--- src/rtl/auth_msg_rx_handler_pkg.sv ---
// ----------------------------------------------------------------------------
// auth_msg_rx_handler_pkg
//   Shared constants for the authentication message receive path: default
//   message width, protocol version, message-type codes, error codes, source
//   encodings and the receive FSM state constants. Also holds the header
//   check used by the handler.
//   No ports (package).
// ----------------------------------------------------------------------------
package auth_msg_rx_handler_pkg;

    typedef logic [7:0] hdr_byte_t;
    typedef logic [1:0] err_code_t;

    localparam int MSG_LEN_DEFAULT = 512;

    localparam hdr_byte_t AUTH_PROTO_VER = 8'h01;

    localparam hdr_byte_t MT_GET_DIGESTS     = 8'h81;
    localparam hdr_byte_t MT_GET_CERTIFICATE = 8'h82;
    localparam hdr_byte_t MT_CHALLENGE       = 8'h83;
    localparam hdr_byte_t MT_DIGESTS         = 8'h01;
    localparam hdr_byte_t MT_CERTIFICATE     = 8'h02;
    localparam hdr_byte_t MT_CHALLENGE_AUTH  = 8'h03;
    localparam hdr_byte_t MT_ERROR           = 8'h7F;

    localparam err_code_t ERR_NONE        = 2'b00;
    localparam err_code_t ERR_BAD_VERSION = 2'b01;
    localparam err_code_t ERR_BAD_TYPE    = 2'b10;

    localparam logic SRC_PD    = 1'b0;
    localparam logic SRC_DEBUG = 1'b1;

    localparam logic [1:0] ST_IDLE  = 2'd0;
    localparam logic [1:0] ST_CHECK = 2'd1;
    localparam logic [1:0] ST_HOLD  = 2'd2;

    // Version mismatch outranks an unknown type.
    function automatic err_code_t header_error(input hdr_byte_t version,
                                               input hdr_byte_t msg_type);
        if (version != AUTH_PROTO_VER) begin
            return ERR_BAD_VERSION;
        end
        case (msg_type)
            MT_GET_DIGESTS, MT_GET_CERTIFICATE, MT_CHALLENGE,
            MT_DIGESTS, MT_CERTIFICATE, MT_CHALLENGE_AUTH, MT_ERROR: return ERR_NONE;
            default: return ERR_BAD_TYPE;
        endcase
    endfunction

endpackage

--- src/rtl/auth_msg_rx_handler_fifo.sv ---
// ----------------------------------------------------------------------------
// auth_msg_fifo
//   Output queue of the receive handler. Entries are {src, message}.
//   Pointers carry one extra wrap bit so full and empty are distinguishable.
//   A pop on an empty queue is ignored; a push is accepted when not full or
//   when a pop happens on the same edge.
// Ports
//   clk, reset     clock, synchronous active-high reset (pointers only)
//   push, wr_data  write request and entry
//   pop            read request (advance head)
//   rd_data        head entry (combinational)
//   full, empty    occupancy flags
// ----------------------------------------------------------------------------
module auth_msg_fifo #(
    parameter int WIDTH = 513,
    parameter int DEPTH = 2
) (
    input  logic             clk,
    input  logic             reset,
    input  logic             push,
    input  logic             pop,
    input  logic [WIDTH-1:0] wr_data,
    output logic [WIDTH-1:0] rd_data,
    output logic             full,
    output logic             empty
);
    localparam int AW = $clog2(DEPTH);

    logic [WIDTH-1:0] mem [DEPTH];
    logic [AW:0]      wr_ptr;
    logic [AW:0]      rd_ptr;
    logic             do_pop;
    logic             do_push;

    assign empty   = (wr_ptr == rd_ptr);
    assign full    = (wr_ptr[AW] != rd_ptr[AW]) && (wr_ptr[AW-1:0] == rd_ptr[AW-1:0]);
    assign do_pop  = pop && !empty;
    assign do_push = push && (!full || do_pop);
    assign rd_data = mem[rd_ptr[AW-1:0]];

    always_ff @(posedge clk) begin
        if (reset) begin
            wr_ptr <= '0;
            rd_ptr <= '0;
        end else begin
            if (do_push) begin
                wr_ptr <= wr_ptr + 1'b1;
            end
            if (do_pop) begin
                rd_ptr <= rd_ptr + 1'b1;
            end
        end
    end

    always_ff @(posedge clk) begin
        if (do_push) begin
            mem[wr_ptr[AW-1:0]] <= wr_data;
        end
    end

endmodule

--- src/rtl/auth_msg_rx_handler.sv ---
// ----------------------------------------------------------------------------
// auth_msg_rx_handler
//   Receives authentication messages from the PD and DEBUG drivers, arbitrates
//   between them (round-robin on contention), acks the winner for one cycle,
//   checks the 32-bit header {version, type, param1, param2} and queues good
//   messages for the downstream authentication FSM. Rejected messages are
//   dropped and reported on err_valid/err_code.
//   Optional feature: define AUTH_RX_ERR_COUNT_EN to add the saturating
//   err_count output.
// Ports
//   clk, reset                       clock, synchronous active-high reset
//   auth_msg_in                      message from the driver side
//   PD_msg_ready, DEBUG_msg_ready    level requests from each source
//   PD_ready, DEBUG_ready            1-cycle capture acks
//   msg_valid, msg_take              queue head valid / pop
//   msg_data, msg_src                head message and its source (0=PD)
//   msg_type, msg_param1, msg_param2 decoded header bytes 1..3 of the head
//   err_valid, err_code              reject pulse and held reason code
//   err_count                        saturating reject count (optional)
// ----------------------------------------------------------------------------
module auth_msg_rx_handler
    import auth_msg_rx_handler_pkg::*;
#(
    parameter int MSG_LEN    = MSG_LEN_DEFAULT,
    parameter int FIFO_DEPTH = 2
) (
    input  logic               clk,
    input  logic               reset,
    input  logic [MSG_LEN-1:0] auth_msg_in,
    input  logic               PD_msg_ready,
    input  logic               DEBUG_msg_ready,
    output logic               PD_ready,
    output logic               DEBUG_ready,
    output logic               msg_valid,
    input  logic               msg_take,
    output logic [MSG_LEN-1:0] msg_data,
    output logic               msg_src,
    output logic [7:0]         msg_type,
    output logic [7:0]         msg_param1,
    output logic [7:0]         msg_param2,
    output logic               err_valid,
    output logic [1:0]         err_code
`ifdef AUTH_RX_ERR_COUNT_EN
    ,
    output logic [7:0]         err_count
`endif
);

    logic [1:0]         state;
    logic               last_grant;
    logic               grant_pd;
    logic               grant_dbg;
    logic               grant_any;
    logic [MSG_LEN-1:0] stage_msg_p0;
    logic               stage_src_p0;
    logic               vld_p0;
    err_code_t          hdr_err;
    logic               fifo_full;
    logic               fifo_empty;
    logic               space;
    logic               push;
    logic               pop;
    logic [MSG_LEN:0]   head_entry;

    // Arbiter: a lone requester wins; on contention the source that did not
    // win last time gets the grant.
    always_comb begin
        grant_pd  = 1'b0;
        grant_dbg = 1'b0;
        if (PD_msg_ready && DEBUG_msg_ready) begin
            if (last_grant == SRC_DEBUG) begin
                grant_pd = 1'b1;
            end else begin
                grant_dbg = 1'b1;
            end
        end else if (PD_msg_ready) begin
            grant_pd = 1'b1;
        end else if (DEBUG_msg_ready) begin
            grant_dbg = 1'b1;
        end
    end

    assign grant_any = (state == ST_IDLE) && (grant_pd || grant_dbg);

    // ---- stage p0: captured message awaiting header check ----
    always_ff @(posedge clk) begin
        if (grant_any) begin
            stage_msg_p0 <= auth_msg_in;
        end
    end

    assign vld_p0  = (state == ST_CHECK);
    assign hdr_err = header_error(stage_msg_p0[MSG_LEN-1 -: 8],
                                  stage_msg_p0[MSG_LEN-9 -: 8]);

    // A pop on the same edge frees a slot even when the queue is full.
    assign pop   = msg_valid && msg_take;
    assign space = !fifo_full || pop;
    assign push  = space && ((vld_p0 && hdr_err == ERR_NONE) || state == ST_HOLD);

    always_ff @(posedge clk) begin
        if (reset) begin
            state        <= ST_IDLE;
            last_grant   <= SRC_DEBUG;
            stage_src_p0 <= SRC_PD;
            PD_ready     <= 1'b0;
            DEBUG_ready  <= 1'b0;
            err_valid    <= 1'b0;
            err_code     <= ERR_NONE;
        end else begin
            err_valid <= 1'b0;
            case (state)
                ST_IDLE: begin
                    if (grant_any) begin
                        stage_src_p0 <= grant_dbg;
                        last_grant   <= grant_dbg;
                        PD_ready     <= grant_pd;
                        DEBUG_ready  <= grant_dbg;
                        state        <= ST_CHECK;
                    end
                end
                ST_CHECK: begin
                    PD_ready    <= 1'b0;
                    DEBUG_ready <= 1'b0;
                    if (hdr_err != ERR_NONE) begin
                        err_valid <= 1'b1;
                        err_code  <= hdr_err;
                        state     <= ST_IDLE;
                    end else if (space) begin
                        state <= ST_IDLE;
                    end else begin
                        state <= ST_HOLD;
                    end
                end
                ST_HOLD: begin
                    if (space) begin
                        state <= ST_IDLE;
                    end
                end
                default: state <= ST_IDLE;
            endcase
        end
    end

`ifdef AUTH_RX_ERR_COUNT_EN
    function automatic logic [7:0] sat_inc8(input logic [7:0] v);
        return (v == 8'hFF) ? v : v + 8'd1;
    endfunction

    always_ff @(posedge clk) begin
        if (reset) begin
            err_count <= 8'h00;
        end else if (err_valid) begin
            err_count <= sat_inc8(err_count);
        end
    end
`endif

    // ---- stage p1: output queue ----
    auth_msg_fifo #(
        .WIDTH (MSG_LEN + 1),
        .DEPTH (FIFO_DEPTH)
    ) u_fifo (
        .clk     (clk),
        .reset   (reset),
        .push    (push),
        .pop     (pop),
        .wr_data ({stage_src_p0, stage_msg_p0}),
        .rd_data (head_entry),
        .full    (fifo_full),
        .empty   (fifo_empty)
    );

    // Head fields are forced to zero while the queue is empty so stale
    // storage never shows on the outputs.
    assign msg_valid  = !fifo_empty;
    assign msg_data   = msg_valid ? head_entry[MSG_LEN-1:0] : '0;
    assign msg_src    = msg_valid && head_entry[MSG_LEN];
    assign msg_type   = msg_data[MSG_LEN-9 -: 8];
    assign msg_param1 = msg_data[MSG_LEN-17 -: 8];
    assign msg_param2 = msg_data[MSG_LEN-25 -: 8];

endmodule

--- config.mk ---
export PLATFORM = sky130hd
export DESIGN_NAME = auth_msg_rx_handler
export DESIGN_NICKNAME = d
export VERILOG_FILES = /design/src/rtl/auth_msg_rx_handler_pkg.sv /design/src/rtl/auth_msg_rx_handler_fifo.sv /design/src/rtl/auth_msg_rx_handler.sv
export SDC_FILE = /design/constraint.sdc
export NUM_CORES = 1
export LEC_CHECK = 0
export BUFFER_PORTS_ARGS = -buffer_cell sky130_fd_sc_hd__clkbuf_2
export CAP_MARGIN = 10
export CELL_PAD_IN_SITES_DETAIL_PLACEMENT = 1
export CELL_PAD_IN_SITES_GLOBAL_PLACEMENT = 2
export CORE_AREA = 3 3 408 410
export CTS_BUF_LIST = sky130_fd_sc_hd__clkbuf_8
export CTS_CLUSTER_DIAMETER = 30
export DETAILED_ROUTE_END_ITERATION = 10
export DIE_AREA = 0 0 411 413
export PLACE_DENSITY_LB_ADDON = 0.2
export SLEW_MARGIN = 20
export SYNTH_ARGS = -nofsm -noshare
export SYNTH_HDL_FRONTEND = slang
export SYNTH_SLANG_ARGS = --single-unit
--- constraint.sdc ---
create_clock -name clk -period 124.2 [get_ports clk]
set_clock_uncertainty 0.2 [all_clocks]
set_input_delay 24.84 -clock clk [delete_from_list [all_inputs] [get_ports clk]]
set_output_delay 24.84 -clock clk [all_outputs]
set_load 0.005 [all_outputs]
==> results of run 1 <==
[kinds of logic after synthesis]
logic type,Yosys count,synth area share (%)
compound gates,15,0.213
simple gates,555,3.97
xor+xnor,4,0.0779
flops,1552,85.0
buf+inv,145,1.29
mux,514,9.42
[Yosys cell counts]
library cell,number
a31oi_1,1
and3_1,1
or4b_4,1
o211ai_1,1
nand2b_1,3
buf_2,55
nor4_1,4
o21ai_0,3
nor2_1,523
buf_1,7
nand4_1,1
a211oi_1,1
inv_1,4
xor2_1,2
nor4b_1,3
a21oi_1,3
or2b_1,1
mux2i_1,514
clkbuf_1,54
buf_4,25
nand2_1,7
xnor2_1,1
o211a_1,2
nor2b_1,3
nor3_1,4
nor3b_1,1
nand3_1,1
dfxtp_1,14
o21bai_1,1
xor2_2,1
nor3_4,1
a311oi_1,1
o311ai_0,1
or4_1,1
edfxtp_1,1538
a211oi_4,1
[metrics by stage]
stage | instances | area (µm²) | hold slack, ns
after floorplan | 2785 | 54600 | 0.221
after global placement | 5909 | 62300 | 0.222
after detailed placement | 5909 | 62400 | 0.230
after CTS | 6579 | 70300 | 0.188
after global routing | 6591 | 70400 | 0.205
final | 6605 | 70400 | 0.190
[area by class of cell]
type                    count  area, µm²  area share, %
diodes                     26       65.1         0.0924
clock buffers             387       5330           7.56
clock inverters           283       2670           3.79
inverters                   4       15.0         0.0213
multi-input cells        1088       7500           10.6
flip-flops and latches   1552      46500           66.0
well taps                2175       2720           3.87
repair buffers           1090       5650           8.02
[per-layer routing]
metal | share of wire (%) | wire [µm] | GRT usage, %
met1 | 38 | 59800 | 20.1
met2 | 51 | 80500 | 30.9
met3 | 7.7 | 12100 | 6.31
met4 | 2.7 | 4300 | 6.99
met5 | 0.15 | 243 | 0
[worst max path at each step]
stage                     start            end  cells past startpoint
2_1_floorplan      PD_msg_ready   stage_src_p0                      4
3_5_place_dp   u_fifo.wr_ptr[1]   msg_data[39]                      7
4_1_cts        u_fifo.wr_ptr[1]   msg_data[39]                      7
6_report       u_fifo.rd_ptr[1]  msg_data[397]                      7
5_1_grt        u_fifo.wr_ptr[1]   msg_data[39]                      7
3_3_place_gp   u_fifo.wr_ptr[1]   msg_data[18]                      7
[sequential cells by signal (all words and copies together) (netlist names), 2 cells and up, named ones only]
name and cells:
err_code 2, u_fifo.wr_ptr 2, state 2, u_fifo.mem 1026
stage_msg_p0 512, u_fifo.rd_ptr 2
[critical path, stage by stage, from the launching register on]
cell and delay (ns):
dfxtp_1 0.33, xnor2_1 0.30, nor2b_4 0.90, buf_4 0.82, buf_4 0.81, buf_4 0.79, nor2_1 0.15, clkbuf_2 0.16
[power groups by stage]
| stage | registers (W) | logic, W | clock network, W |
|---|---|---|---|
| finish | 0.000604 | 0.0000519 | 0.000639 |
| global route | 0.000605 | 0.0000568 | 0.000686 |
| CTS | 0.000604 | 0.0000537 | 0.000657 |
| detailed placement | 0.000614 | 0.0000535 | 0 |
| global placement | 0.000612 | 0.0000533 | 0 |
| floorplan | 0.000626 | 0.0000242 | 0 |
[cell usage in the layout (no fill, tap or decap), types with 10 or more instances in the layout]
cell,instances
clkinv_1,80
clkinvlp_4,28
mux2i_1,514
buf_4,21
dfxtp_1,13
clkbuf_2,1059
clkinv_2,56
nor2_1,522
edfxtp_1,1538
diode_2,26
inv_1,59
clkinv_4,10
clkbuf_8,387
bufinv_16,52
==> results.json, run 1 <==
{
  "status": "finished, final reports clean",
  "ioPinCount": 1060,
  "peakVddDrop_mv": 0.0115,
  "hold_viol": 0,
  "post_cts_buffers": 0,
  "avgRoutedWirePerCell_um": 23.8,
  "relSlewSlack_pct": 27.8,
  "p_int_w": 0.00101,
  "hold_class": "reg2reg",
  "grt_pass1_wl_mm": 218,
  "netlist_area_mm2": 0.0546,
  "start_util_pct": 33.6,
  "utilization_pct": 43.3,
  "fp.dieH_um": 413,
  "synthTopCellsByArea": "edfxtp_1, mux2i_1, nor2_1",
  "power_density_mw_per_mm2": 18.4,
  "timing.rr.start": "stage_msg_p0[509]",
  "dieArea_mm2": 0.170,
  "worstRegToRegCells": 8,
  "rsz0062_at_grt": "false",
  "setup-violations-final": 0,
  "crit_path_end_kind": "output port",
  "fin_crit_sh_pct": 24.6,
  "swShare_pct": 21.7,
  "ant_nets": 0,
  "min_path_cells": 0,
  "finalMaxSlewViolations": 0,
  "coreArea_mm2": 0.163,
  "p_sw_w": 0.000281,
  "layout_setup_ws_ns": 93.68,
  "tightest_slew_ns": 1.08,
  "drtIter0Drc": 1859,
  "routabilityCongestion": 0.772,
  "path_class": "reg2out",
  "seq_area_frac_synth_pct": 85.0,
  "first_global_vias": 31900,
  "hold_path_end": "u_fifo.mem[0][66]",
  "syn-num-nets": 3302,
  "synth_top_area_share_pct": 84.5,
  "fmaxAchievable_mhz": 32.8,
  "p_leak_nw": 25.3,
  "clk-insertion-delay-late_ns": 1.02,
  "synth.avg_cell_area_um2": 19.6,
  "ctsHoldBuffers": 0,
  "power_frac_comb_pct": 4.0,
  "cts_buffer_depth": 4,
  "drc_errors": 0,
  "clock_power_share_pct": 49.3,
  "ys_ff_latch": 1552,
  "wl_mm": 157,
  "drive_above_1_share_pct": 37.1,
  "fin_crit_ns": 30.52,
  "hpwlAfterDp_mm": 104,
  "cts_made_buffers": 378,
  "htreeDepth": 5,
  "die_w_um": 411,
  "place_worst_setup_slack_ns": 94.57,
  "cts-root-buf": "clkbuf_8",
  "r2r_slack_ns": 119.25,
  "clkSlewWorstSetupHoldPaths_ns": 0.05,
  "start_kind": "flop",
  "cap_violations": 0,
  "fin_tns_setup_ns": 0,
  "io_buffers": 1059,
  "row_count": 148,
  "antenna_found_initial": 59,
  "yosysTopAreaCell": "edfxtp_1",
  "cts_num_sinks": 1552,
  "nNetsFinal": 4631,
  "seqPwrFrac_pct": 46.6,
  "cp_data_required_time_ns": 99.16,
  "vias": 29800,
  "yosys_warnings": 0,
  "postCtsResizedCells": 0,
  "yosysUniqueCellTypes": 36,
  "viasPerCell": 4.51,
  "grt_max_degree": 170,
  "critPathMaxFanout": 96,
  "grt_use_total_pct": 17.8,
  "num-fill-cells": 16200,
  "grt_remaining_overflow": 0,
  "drtPass1Iterations": 5,
  "min_from": "stage_msg_p0[66]",
  "arrival_ns": 5.48,
  "r2r_end": "u_fifo.mem[1][132]",
  "p_total_w": 0.00129,
  "syn_to_final_growth_pct": 28.9,
  "cts_tree": "built",
  "synthCells": 2785
}
No activity file was read; power rests on OpenSTA's default activity.
==> run 2: changes to the inputs <==
CORE_AREA = 3 3 410 412   (was 3 3 408 410)
DIE_AREA = 0 0 413 415   (was 0 0 411 413)
clock period = 30.9 ns   (was 124.2 ns; I/O delays follow)
==> results.json, run 2 (synthesis gave the netlist of run 1 again) <==
{
  "tightest_slew_ns": 1.12,
  "first_global_vias": 32100,
  "relSlewSlack_pct": 25.6,
  "coreArea_mm2": 0.165,
  "status": "finished, final reports clean",
  "cts_buffer_depth": 4,
  "min_path_cells": 0,
  "crit_chain": "buf_12 -> buf_4 -> buf_4 -> buf_4 -> mux2i_1 -> nor2_1 -> clkbuf_2",
  "cts_made_buffers": 373,
  "grt_remaining_overflow": 0,
  "layout_setup_ws_ns": 18.64,
  "crit_slowest_cell": "buf_4",
  "syn_to_final_growth_pct": 28.5,
  "fin_crit_ns": 12.26,
  "p_leak_nw": 25.2,
  "hold_path_end": "u_fifo.mem[1][116]",
  "antenna_found_initial": 63,
  "hold_class": "reg2reg",
  "grt_use_total_pct": 17.8,
  "clk-insertion-delay-late_ns": 1.00,
  "viasPerCell": 4.51,
  "largest_reg_flops": 1026,
  "cts_tree": "built",
  "ioPinCount": 1060,
  "fin_tns_setup_ns": 0,
  "swShare_pct": 21.9,
  "utilization_pct": 42.6,
  "ctsHoldBuffers": 0,
  "p_int_w": 0.00401,
  "crit_path_end_kind": "output port",
  "fin_crit_sh_pct": 39.7,
  "row_count": 149,
  "min_from": "stage_msg_p0[116]",
  "clock_power_share_pct": 48.6,
  "drc_errors": 0,
  "cts-root-buf": "clkbuf_8",
  "drive_above_1_share_pct": 37.3,
  "hold_viol": 0,
  "cp_data_required_time_ns": 24.52,
  "routabilityCongestion": 0.771,
  "htreeDepth": 5,
  "r2r_end": "u_fifo.mem[0][408]",
  "ant_nets": 0,
  "layout_common_cells": "edfxtp_1, clkbuf_2, nor2_1, mux2i_1, clkbuf_8",
  "grt_max_degree": 151,
  "p_total_w": 0.00514,
  "clkSlewWorstSetupHoldPaths_ns": 0.05,
  "postCtsResizedCells": 0,
  "fmaxAchievable_mhz": 81.5,
  "place_worst_setup_slack_ns": 19.50,
  "power_density_mw_per_mm2": 73.2,
  "start_util_pct": 33.2,
  "timing.rr.start": "stage_msg_p0[508]",
  "worstRegToRegCells": 9,
  "hpwlAfterDp_mm": 104,
  "critical_path.max_stage_delay_ns": 0.92,
  "r2r_slack_ns": 25.27,
  "avgRoutedWirePerCell_um": 23.7,
  "cpMostUsedCell": "buf_4",
  "post_cts_buffers": 0,
  "cap_violations": 0,
  "cts_num_sinks": 1552,
  "p_sw_w": 0.00113,
  "crit_family": "buffers and inverters",
  "final_common_cell": "edfxtp_1",
  "seqPwrFrac_pct": 47.2,
  "path_class": "reg2out",
  "rsz0062_at_grt": "false",
  "finalMaxSlewViolations": 0,
  "start_kind": "flop",
  "vias": 29800,
  "power_frac_comb_pct": 4.1,
  "peakVddDrop_mv": 0.0404,
  "setup-violations-final": 0,
  "wl_mm": 157,
  "critPathMaxFanout": 117,
  "dieArea_mm2": 0.171,
  "drtPass1Iterations": 5,
  "fp.dieH_um": 415,
  "die_w_um": 413,
  "arrival_ns": 5.88,
  "nNetsFinal": 4631,
  "cp.buffers_inverters": 5,
  "io_buffers": 1059,
  "drtIter0Drc": 1734,
  "grt_pass1_wl_mm": 219
}
[run 2: final cells by class]
cell class,count,area [µm²]
Clock buffer,379,5220
Fill cell,16600,94600
Clock inverter,277,2510
Multi-Input combinational cell,1088,7510
Antenna cell,33,82.6
Tap cell,2189,2740
Sequential cell,1552,46500
Timing Repair Buffer,1095,5660
Inverter,4,15.0
[run 2: worst reg2reg max path, cell delays in order, from the launching register on]
cell and delay (ns):
edfxtp_1 0.52, nor4_1 0.54, nand2_1 0.20, a211oi_4 0.31, nor2_1 0.18, nor3_4 0.18, buf_4 0.78, buf_4 0.82
buf_4 0.74, buf_4 0.75
[run 2: power groups by stage]
stage	clock (W)	sequential (W)	combinational (W)
floorplan	0	0.00249	0.0000969
global placement	0	0.00246	0.000217
detailed placement	0	0.00247	0.000218
CTS	0.00258	0.00243	0.000219
global route	0.00269	0.00243	0.000232
finish	0.00250	0.00243	0.000212
[run 2: worst max-delay path by stage]
stage,slack (ns),from,to,cells after the start
after floorplan,1.67,msg_take,u_fifo.mem[1][0],3
after global placement,19.49,flop,msg_data[368],7
after detailed placement,19.50,flop,msg_data[344],7
after CTS,18.35,flop,msg_data[344],7
after global routing,18.23,flop,msg_data[416],7
final,18.64,flop,msg_data[344],7
[run 2: metal layers]
layer	part of all wire, %	track usage, %
met5	0.17	0
met4	3.7	8.81
met3	9.1	7.33
met2	50	29.6
met1	37	19.6
[run 2: metrics by stage]
step           cells  area, µm²  hold WS, ns
2_1_floorplan   2785      54700        0.221
3_3_place_gp    5928      62400        0.222
3_5_place_dp    5928      62400        0.231
4_1_cts         6584      70100        0.182
5_1_grt         6604      70200        0.184
6_report        6617      70200        0.172
==> run 3: changes to the inputs <==
clock period = 11.9 ns   (was 30.9 ns; I/O delays follow)
==> results.json, run 3 (synthesis gave the netlist of run 1 again) <==
{
  "multi_input_area_mm2": 0.00752,
  "cts_num_sinks": 1552,
  "final_cells": 6611,
  "grt_use_total_pct": 17.5,
  "post_cts_buffers": 0,
  "hold_viol": 0,
  "relSlewSlack_pct": 15.1,
  "crit_path_end_kind": "output port",
  "cap_violations": 0,
  "coreArea_mm2": 0.165,
  "rsz0062_at_grt": "false",
  "place_worst_setup_slack_ns": 6.05,
  "regArea_mm2": 0.0465,
  "finalMaxSlewViolations": 0,
  "syn_to_final_growth_pct": 27.6,
  "nNetsFinal": 4623,
  "hold_class": "reg2reg",
  "viasPerCell": 4.47,
  "peakVddDrop_mv": 0.115,
  "routabilityCongestion": 0.786,
  "drtPass1Iterations": 6,
  "cp_data_required_time_ns": 9.32,
  "drive_above_1_share_pct": 36.7,
  "avgRoutedWirePerCell_um": 23.3,
  "ioPinCount": 1060,
  "ctsHoldBuffers": 0,
  "fin_crit_ns": 6.83,
  "first_global_vias": 31500,
  "ant_nets": 0,
  "fin_crit_sh_pct": 57.4,
  "grt_pass1_wl_mm": 215,
  "num-fill-cells": 16500,
  "hpwlAfterDp_mm": 101,
  "arrival_ns": 4.25,
  "start_util_pct": 33.2,
  "global_route.usage.met3_pct": 6.48,
  "cts_buffer_depth": 4,
  "power_density_mw_per_mm2": 184,
  "p_total_w": 0.0128,
  "layout_setup_ws_ns": 5.07,
  "fmaxAchievable_mhz": 146,
  "layout_common_cells": "edfxtp_1, clkbuf_2, nor2_1, mux2i_1, clkbuf_8",
  "grt_remaining_overflow": 0,
  "grt-busiest-layer": "met2",
  "final_common_cell": "edfxtp_1",
  "drc_errors": 0,
  "cts-root-buf": "clkbuf_8",
  "htreeDepth": 5,
  "critPathMaxFanout": 109,
  "row_count": 149,
  "start_kind": "flop",
  "met1_usage_pct": 19.8,
  "utilization_pct": 42.3,
  "die_w_um": 413,
  "postCtsResizedCells": 0,
  "dieArea_mm2": 0.171,
  "setup-violations-final": 0,
  "path_class": "reg2out",
  "clkSlewWorstSetupHoldPaths_ns": 0.06,
  "p_leak_nw": 25.0,
  "fp.dieH_um": 415,
  "cts_tree": "built",
  "cts_made_buffers": 373,
  "tightest_slew_ns": 1.27,
  "drtIter0Drc": 1731,
  "status": "finished, final reports clean",
  "use_met2_pct": 29.2,
  "io_buffers": 1059,
  "wl_mm": 154,
  "dpl.cell_count": 5920,
  "grt_max_degree": 161,
  "vias": 29600,
  "largest_reg_flops": 1026,
  "clk-insertion-delay-late_ns": 1.01,
  "antenna_found_initial": 74
}
## run 3: path summary, 6_finish.rpt
check                    start            endpoint  slack (ns)  cells after the start
min          stage_msg_p0[415]  u_fifo.mem[1][415]        0.19                      0
min reg2reg  stage_msg_p0[415]  u_fifo.mem[1][415]        0.19                      0
max reg2reg  stage_msg_p0[509]  u_fifo.mem[1][111]        7.53                      7
max                       flop       msg_data[411]        5.07                      5
## run 3: through the flow
| step | area (µm²) | setup TNS (ns) | hold slack (ns) |
|---|---|---|---|
| finish | 69700 | 0 | 0.187 |
| global route | 69700 | 0 | 0.200 |
| CTS | 69600 | 0 | 0.183 |
| detailed placement | 62400 | 0 | 0.230 |
| global placement | 62400 | 0 | 0.221 |
| floorplan | 54700 | -3379.19 | 0.221 |
## run 3: routing by layer
metal	share of wire (%)	vias to the layer above
met1	38	14700
met4	3.8	40
met3	8.1	360
li1	-	13300
met2	50	1162
met5	0.18	-
## run 3: cell type report
class / instances / area share, %
Antenna cell: 32 / 0.115
Sequential cell: 1552 / 66.7
Inverter: 4 / 0.0215
Timing Repair Buffer: 1087 / 8.16
Clock inverter: 277 / 2.80
Multi-Input combinational cell: 1088 / 10.8
Clock buffer: 382 / 7.54
Tap cell: 2189 / 3.93
## run 3: worst max-delay path, stage by stage (launching register included)
cell      delay, ns
dfxtp_4        0.78
buf_12         0.45
buf_12         0.59
mux2i_1        0.54
nor2_1         0.08
clkbuf_2       0.15
## run 3: power by group
part	switching (W)	internal, W	total (W)
combinational	0.000337	0.000203	0.000540
sequential	0.0000756	0.00623	0.00630
clock	0.00245	0.00354	0.00599
total	0.00286	0.00997	0.0128
